==> src/rtl/keccak_pkg.sv <==
// Shared constants and state encoding for the keccak message packer.
package keccak_pkg;

  localparam int unsigned WORD_W         = 32;
  localparam int unsigned BYTES_PER_WORD = 4;

  typedef enum logic [2:0] {
    FILL,
    EMIT,
    EMIT_TAIL,
    WAIT_DIGEST,
    RESTART
  } pk_state_e;

endpackage

==> src/rtl/keccak_msg_packer.sv <==
// Packs a byte stream big-endian into 32-bit words for the keccak core,
// appends the zero tail word on word-aligned messages and pulses core restart.
module keccak_msg_packer
  import keccak_pkg::*;
#(
  parameter int unsigned RESTART_CYCLES = 1
) (
  input  logic              clk,
  input  logic              reset,
  input  logic [7:0]        byte_in,
  input  logic              byte_valid,
  input  logic              byte_last,
  output logic              byte_ready,
  output logic [WORD_W-1:0] word_out,
  output logic              word_ready,
  output logic              word_is_last,
  output logic [1:0]        word_byte_num,
  input  logic              buffer_full,
  input  logic              digest_ready,
  output logic              core_restart,
  output logic              busy
);

  localparam int unsigned CNT_W = $clog2(BYTES_PER_WORD);
  localparam logic [CNT_W-1:0] LAST_LANE = CNT_W'(BYTES_PER_WORD - 1);

  pk_state_e         state_q, state_d;
  logic [CNT_W-1:0]  cnt_q, cnt_d;
  logic [WORD_W-1:0] acc_q, acc_d;
  logic              tail_q, tail_d;
  logic              final_q, final_d;
  logic              last_q, last_d;
  logic [1:0]        bnum_q, bnum_d;
  logic [3:0]        rcnt_q, rcnt_d;

  always_ff @(posedge clk) begin
    if (!reset) begin
      state_q <= FILL;
      cnt_q   <= '0;
      acc_q   <= '0;
      tail_q  <= 1'b0;
      final_q <= 1'b0;
      last_q  <= 1'b0;
      bnum_q  <= '0;
      rcnt_q  <= '0;
    end else begin
      state_q <= state_d;
      cnt_q   <= cnt_d;
      acc_q   <= acc_d;
      tail_q  <= tail_d;
      final_q <= final_d;
      last_q  <= last_d;
      bnum_q  <= bnum_d;
      rcnt_q  <= rcnt_d;
    end
  end

  always_comb begin
    state_d = state_q;
    cnt_d   = cnt_q;
    acc_d   = acc_q;
    tail_d  = tail_q;
    final_d = final_q;
    last_d  = last_q;
    bnum_d  = bnum_q;
    rcnt_d  = rcnt_q;

    byte_ready    = 1'b0;
    word_out      = '0;
    word_ready    = 1'b0;
    word_is_last  = 1'b0;
    word_byte_num = '0;
    core_restart  = 1'b0;

    unique case (state_q)
      FILL: begin
        byte_ready = 1'b1;
        if (byte_valid) begin
          // acc doubles as the outgoing word register while in EMIT
          acc_d[WORD_W-1-8*cnt_q -: 8] = byte_in;
          if (byte_last) begin
            state_d = EMIT;
            cnt_d   = '0;
            if (cnt_q == LAST_LANE) begin
              last_d = 1'b0;
              bnum_d = '0;
              tail_d = 1'b1;
            end else begin
              last_d  = 1'b1;
              bnum_d  = cnt_q + CNT_W'(1);
              final_d = 1'b1;
            end
          end else if (cnt_q == LAST_LANE) begin
            state_d = EMIT;
            cnt_d   = '0;
            last_d  = 1'b0;
            bnum_d  = '0;
          end else begin
            cnt_d = cnt_q + CNT_W'(1);
          end
        end
      end

      EMIT: begin
        word_ready    = 1'b1;
        word_out      = acc_q;
        word_is_last  = last_q;
        word_byte_num = bnum_q;
        if (!buffer_full) begin
          if (tail_q) begin
            state_d = EMIT_TAIL;
          end else if (final_q) begin
            state_d = WAIT_DIGEST;
          end else begin
            state_d = FILL;
            acc_d   = '0;
          end
        end
      end

      EMIT_TAIL: begin
        word_ready   = 1'b1;
        word_is_last = 1'b1;
        if (!buffer_full) state_d = WAIT_DIGEST;
      end

      WAIT_DIGEST: begin
        if (digest_ready) begin
          state_d = RESTART;
          rcnt_d  = '0;
        end
      end

      RESTART: begin
        core_restart = 1'b1;
        if (rcnt_q == 4'(RESTART_CYCLES - 1)) begin
          state_d = FILL;
          cnt_d   = '0;
          acc_d   = '0;
          tail_d  = 1'b0;
          final_d = 1'b0;
          last_d  = 1'b0;
          bnum_d  = '0;
          rcnt_d  = '0;
        end else begin
          rcnt_d = rcnt_q + 4'd1;
        end
      end

      default: state_d = FILL;
    endcase
  end

  assign busy = !((state_q == FILL) && (cnt_q == '0));

endmodule

==> config.mk <==
export PLATFORM = sky130hd
export DESIGN_NAME = keccak_msg_packer
export DESIGN_NICKNAME = d
export VERILOG_FILES = /design/src/rtl/keccak_pkg.sv /design/src/rtl/keccak_msg_packer.sv
export SDC_FILE = /design/constraint.sdc
export NUM_CORES = 1
export LEC_CHECK = 0
export BUFFER_PORTS_ARGS = -buffer_cell sky130_fd_sc_hd__buf_2
export CELL_PAD_IN_SITES_DETAIL_PLACEMENT = 0
export CELL_PAD_IN_SITES_GLOBAL_PLACEMENT = 1
export CORE_UTILIZATION = 40
export CTS_CLUSTER_SIZE = 12
export DETAILED_ROUTE_END_ITERATION = 12
export PLACE_DENSITY = 0.84
export SLEW_MARGIN = 20
export SYNTH_ARGS = -nofsm -noshare
export SYNTH_HDL_FRONTEND = slang
export SYNTH_SLANG_ARGS = --single-unit
==> constraint.sdc <==
create_clock -name clk -period 2.3 [get_ports clk]
set_input_delay 0.345 -clock clk [delete_from_list [all_inputs] [get_ports clk]]
set_output_delay 0.345 -clock clk [all_outputs]
set_load 0.02 [all_outputs]
==> flow_summary_export.csv <==
group,metric,value,unit
cells_and_area,areaGrowthSynthToFinish,16.9,%
global_routing,grt_max_degree,41,
yosys,yosysTopAreaCell,"dfxtp_1",
worst_hold_path,holdPathEnd,"cnt_q[1]",
die,die-area,0.00673,mm^2
yosys,post-synth-top-count-cell,"dfxtp_1",
detailed_routing,dr.pass1.iters,4,
detailed_routing,ant_nets,0,
cells_and_area,seq_area,922,um^2
yosys,synth_compound_area_frac,0.300,
worst_hold_path,holdPathStages,2,
critical_path,rr_endpoint,"acc_q[28]",
detailed_routing,vias,2333,
yosys,synth_xor_area_frac,0.00342,
global_routing,grt_pass1_vias,1980,
sta,clock_skew,15.0,ps
clock_tree,cts_tree,"built",
pwr,p_switching,497,uW
detailed_routing,wire_per_inst,14.7,um
run,maxCapViolations,0,
die,rows,28,
sta,slew_violations,0,
detailed_routing,drt_wl_total,6.23,mm
yosys,avgSynthCellArea,8.46,um^2
pwr,p_comb_frac,0.156,
clock_tree,clk_latency,310,ps
sta,setup_viol,0,
yosys,synth_top_cells_by_count,"46 x dfxtp_1, 45 x nand2_1, 39 x and2_1",
die,start_util,0.423,
critical_path,critical_path_arrival,1810,ps
global_routing,grt_pass1_wl,9.73,mm
clock_tree,clock_sink_count,46,
placement,preCtsSetupSlack,198,ps
yosys,synth_area_leaders,"dfxtp_1 36%, and2_1 9.5%, a41o_1 9.4%",
yosys,syn_area,0.00256,mm^2
placement,place.gp.congestion,0.812,
sta,maxSlewHeadroom,0.397,
cells_and_area,stdcell_count,425,
yosys,synthAdderAreaFrac,0.0293,
yosys,synth_top_cell_area_share,0.359,
die,fp.dieW,82.0,um
yosys,synth_cell_types,47,
yosys,async_flop_share,0,
yosys,yosysWarnings,0,
detailed_routing,via_per_inst,5.49,
clock_tree,cts_buffers,5,
critical_path,ff2ff_path_depth,7,
detailed_routing,drc_errors,0,
yosys,ys_seq_area_frac,0.359,
global_routing,grtUsageTotal,0.195,
sta,period_needed,2150,ps
placement,portBuffers,52,
yosys,yosys_most_used_dff,"dfxtp_1",
pwr,p_seq_frac,0.484,
global_routing,antenna_found_initial,0,
clock_tree,post-cts-setup-buffers,0,
pwr,clkPwrFrac,0.360,
die,ios,53,
yosys,syn_nets,323,
clock_tree,cts_buffer_depth,2,
sta,layout_setup_ws,146,ps
yosys,syn_inst,303,
die,coreArea,0.00606,mm^2
clock_tree,htree_levels,2,
yosys,ys_ff_latch,46,
sta,rsz0062_at_grt,"no",
cells_and_area,nets,369,
cells_and_area,layout-drive-gt1-share,0.237,
pwr,irDropWorstVdd,0.259,mV
sta,hold_viol_final,0,
sta,worstMarginPinSlew,897,ps
critical_path,required,1960,ps
pwr,switching_share,0.287,
yosys,synth_edf_count,0,
yosys,synthMuxAreaShare,0.00391,
critical_path,cp-start-kind,"flip-flop",
pwr,leakage,1.49,nW
die,die_h,82.0,um
placement,dp.cells,417,
critical_path,r2r_slack,250,ps
yosys,synthSimpleGateAreaFrac,0.244,
critical_path,path_class,"reg2out",
placement,hpwl,4.39,mm
pwr,power_density,577,mW/mm^2
run_status,status,"complete, no violations",
global_routing,grt_overflow_total,0,
sta,max_freq,0.464,GHz
cells_and_area,fillers,619,
pwr,p_int,1.23,mW
critical_path,r2r_start,"rcnt_q[0]",
cells_and_area,multi_input_area,0.00149,mm^2
clock_tree,cts_hold_repair.buffers,0,
sta,fin_setup_tns,0,ps
clock_tree,clk_pin_slew_worst_paths,100,ps
worst_hold_path,worstHoldStart,"byte_last",
sta,finalCritPeriodShare,0.936,
critical_path,end_kind,"output pin",
critical_path,worst-path-max-fanout,19,
worst_hold_path,hold_class,"in2reg",
detailed_routing,initialDrtViolationCount,103,
cells_and_area,num_antenna_cells,0,
clock_tree,clockRootBuffer,"clkbuf_8",
yosys,synth_top_family_by_area,"compound AO/OA/AOI/OAI gates",
==> power by group through the flow <==
stage | sequential, mW | clock (mW) | combinational, mW
global placement | 0.856 | 0 | 0.267
global route | 0.840 | 0.677 | 0.295
CTS | 0.837 | 0.630 | 0.271
finish | 0.837 | 0.623 | 0.270
floorplan | 0.846 | 0 | 0.190
detailed placement | 0.856 | 0 | 0.270
==> worst max-delay path by stage <==
stage	from	endpoint	slack (ps)	depth (start not counted)
after floorplan	rcnt_q[0]	acc_q[0]	450	8
after global placement	state_q[2]	acc_q[19]	220	4
after detailed placement	state_q[2]	acc_q[21]	200	4
after CTS	state_q[1]	word_out[0]	140	6
after global routing	state_q[1]	word_out[12]	40	6
final	state_q[2]	core_restart	150	3
==> placed cells by master (no fill, tap or decap), types with 3 or more instances in the layout <==
master / instances
inv_1: 8
ha_1: 6
clkbuf_8: 5
a21oi_1: 29
buf_2: 52
nor2b_1: 3
buf_4: 9
nand3_1: 8
o21ai_0: 8
o211ai_1: 9
nand2_1: 45
and2_1: 39
dfxtp_1: 45
o31ai_1: 8
nor2_1: 12
a41o_1: 24
==> registers in the layout, summed over array words and instances, names as in the netlist <==
| name | cells |
|---|---|
| last_q | 1 |
| state_q | 3 |
| rcnt_q | 4 |
| acc_q | 32 |
| bnum_q | 2 |
| final_q | 1 |
| tail_q | 1 |
| cnt_q | 2 |
==> cells by family after synthesis <==
| logic type | Yosys count |
|---|---|
| buffers and inverters | 31 |
| xor gates and xnor gates | 1 |
| AOI/OAI and AO/OA | 99 |
| muxes | 1 |
| DFF | 46 |
| and+or+nand+nor | 119 |
| adders and majority gates | 6 |
==> metal layers <==
layer  GRT usage  share of wire  vias up
met5           0              0        -
met4      0.0877          0.024        0
met3      0.0367          0.036       11
met2       0.294           0.46       47
met1       0.267           0.48     1076
li1            -              -     1199
==> critical path: stages, from the launching register on <==
cell     delay (ps)
dfxtp_2         560
or3b_1          500
inv_1           220
buf_2           200
==> through the flow <==
step	total power [mW]	utilization	area [um^2]	hold WS [ps]
after floorplan	1.04	-	2560	433
after global placement	1.12	0.475	2880	453
after detailed placement	1.13	0.475	2880	455
after CTS	1.74	0.494	3000	308
after global routing	1.81	0.494	3000	305
final	1.73	0.494	3000	307
==> what timing repair did <==
action                                  CTS  global route
endpoints found under the setup margin    1             0
gates resized for setup                   1             0
endpoints found under the hold margin     0             0
==> layout make-up <==
class / instances / share of cell area
inverter: 8 / 0.0100
clock buffer: 5 / 0.0230
sequential: 46 / 0.308
clock inverter: 3 / 0.0146
timing repair buffer: 62 / 0.116
multi-input combinational: 226 / 0.497
tap: 75 / 0.0313
(Power assumes the default switching activity.)
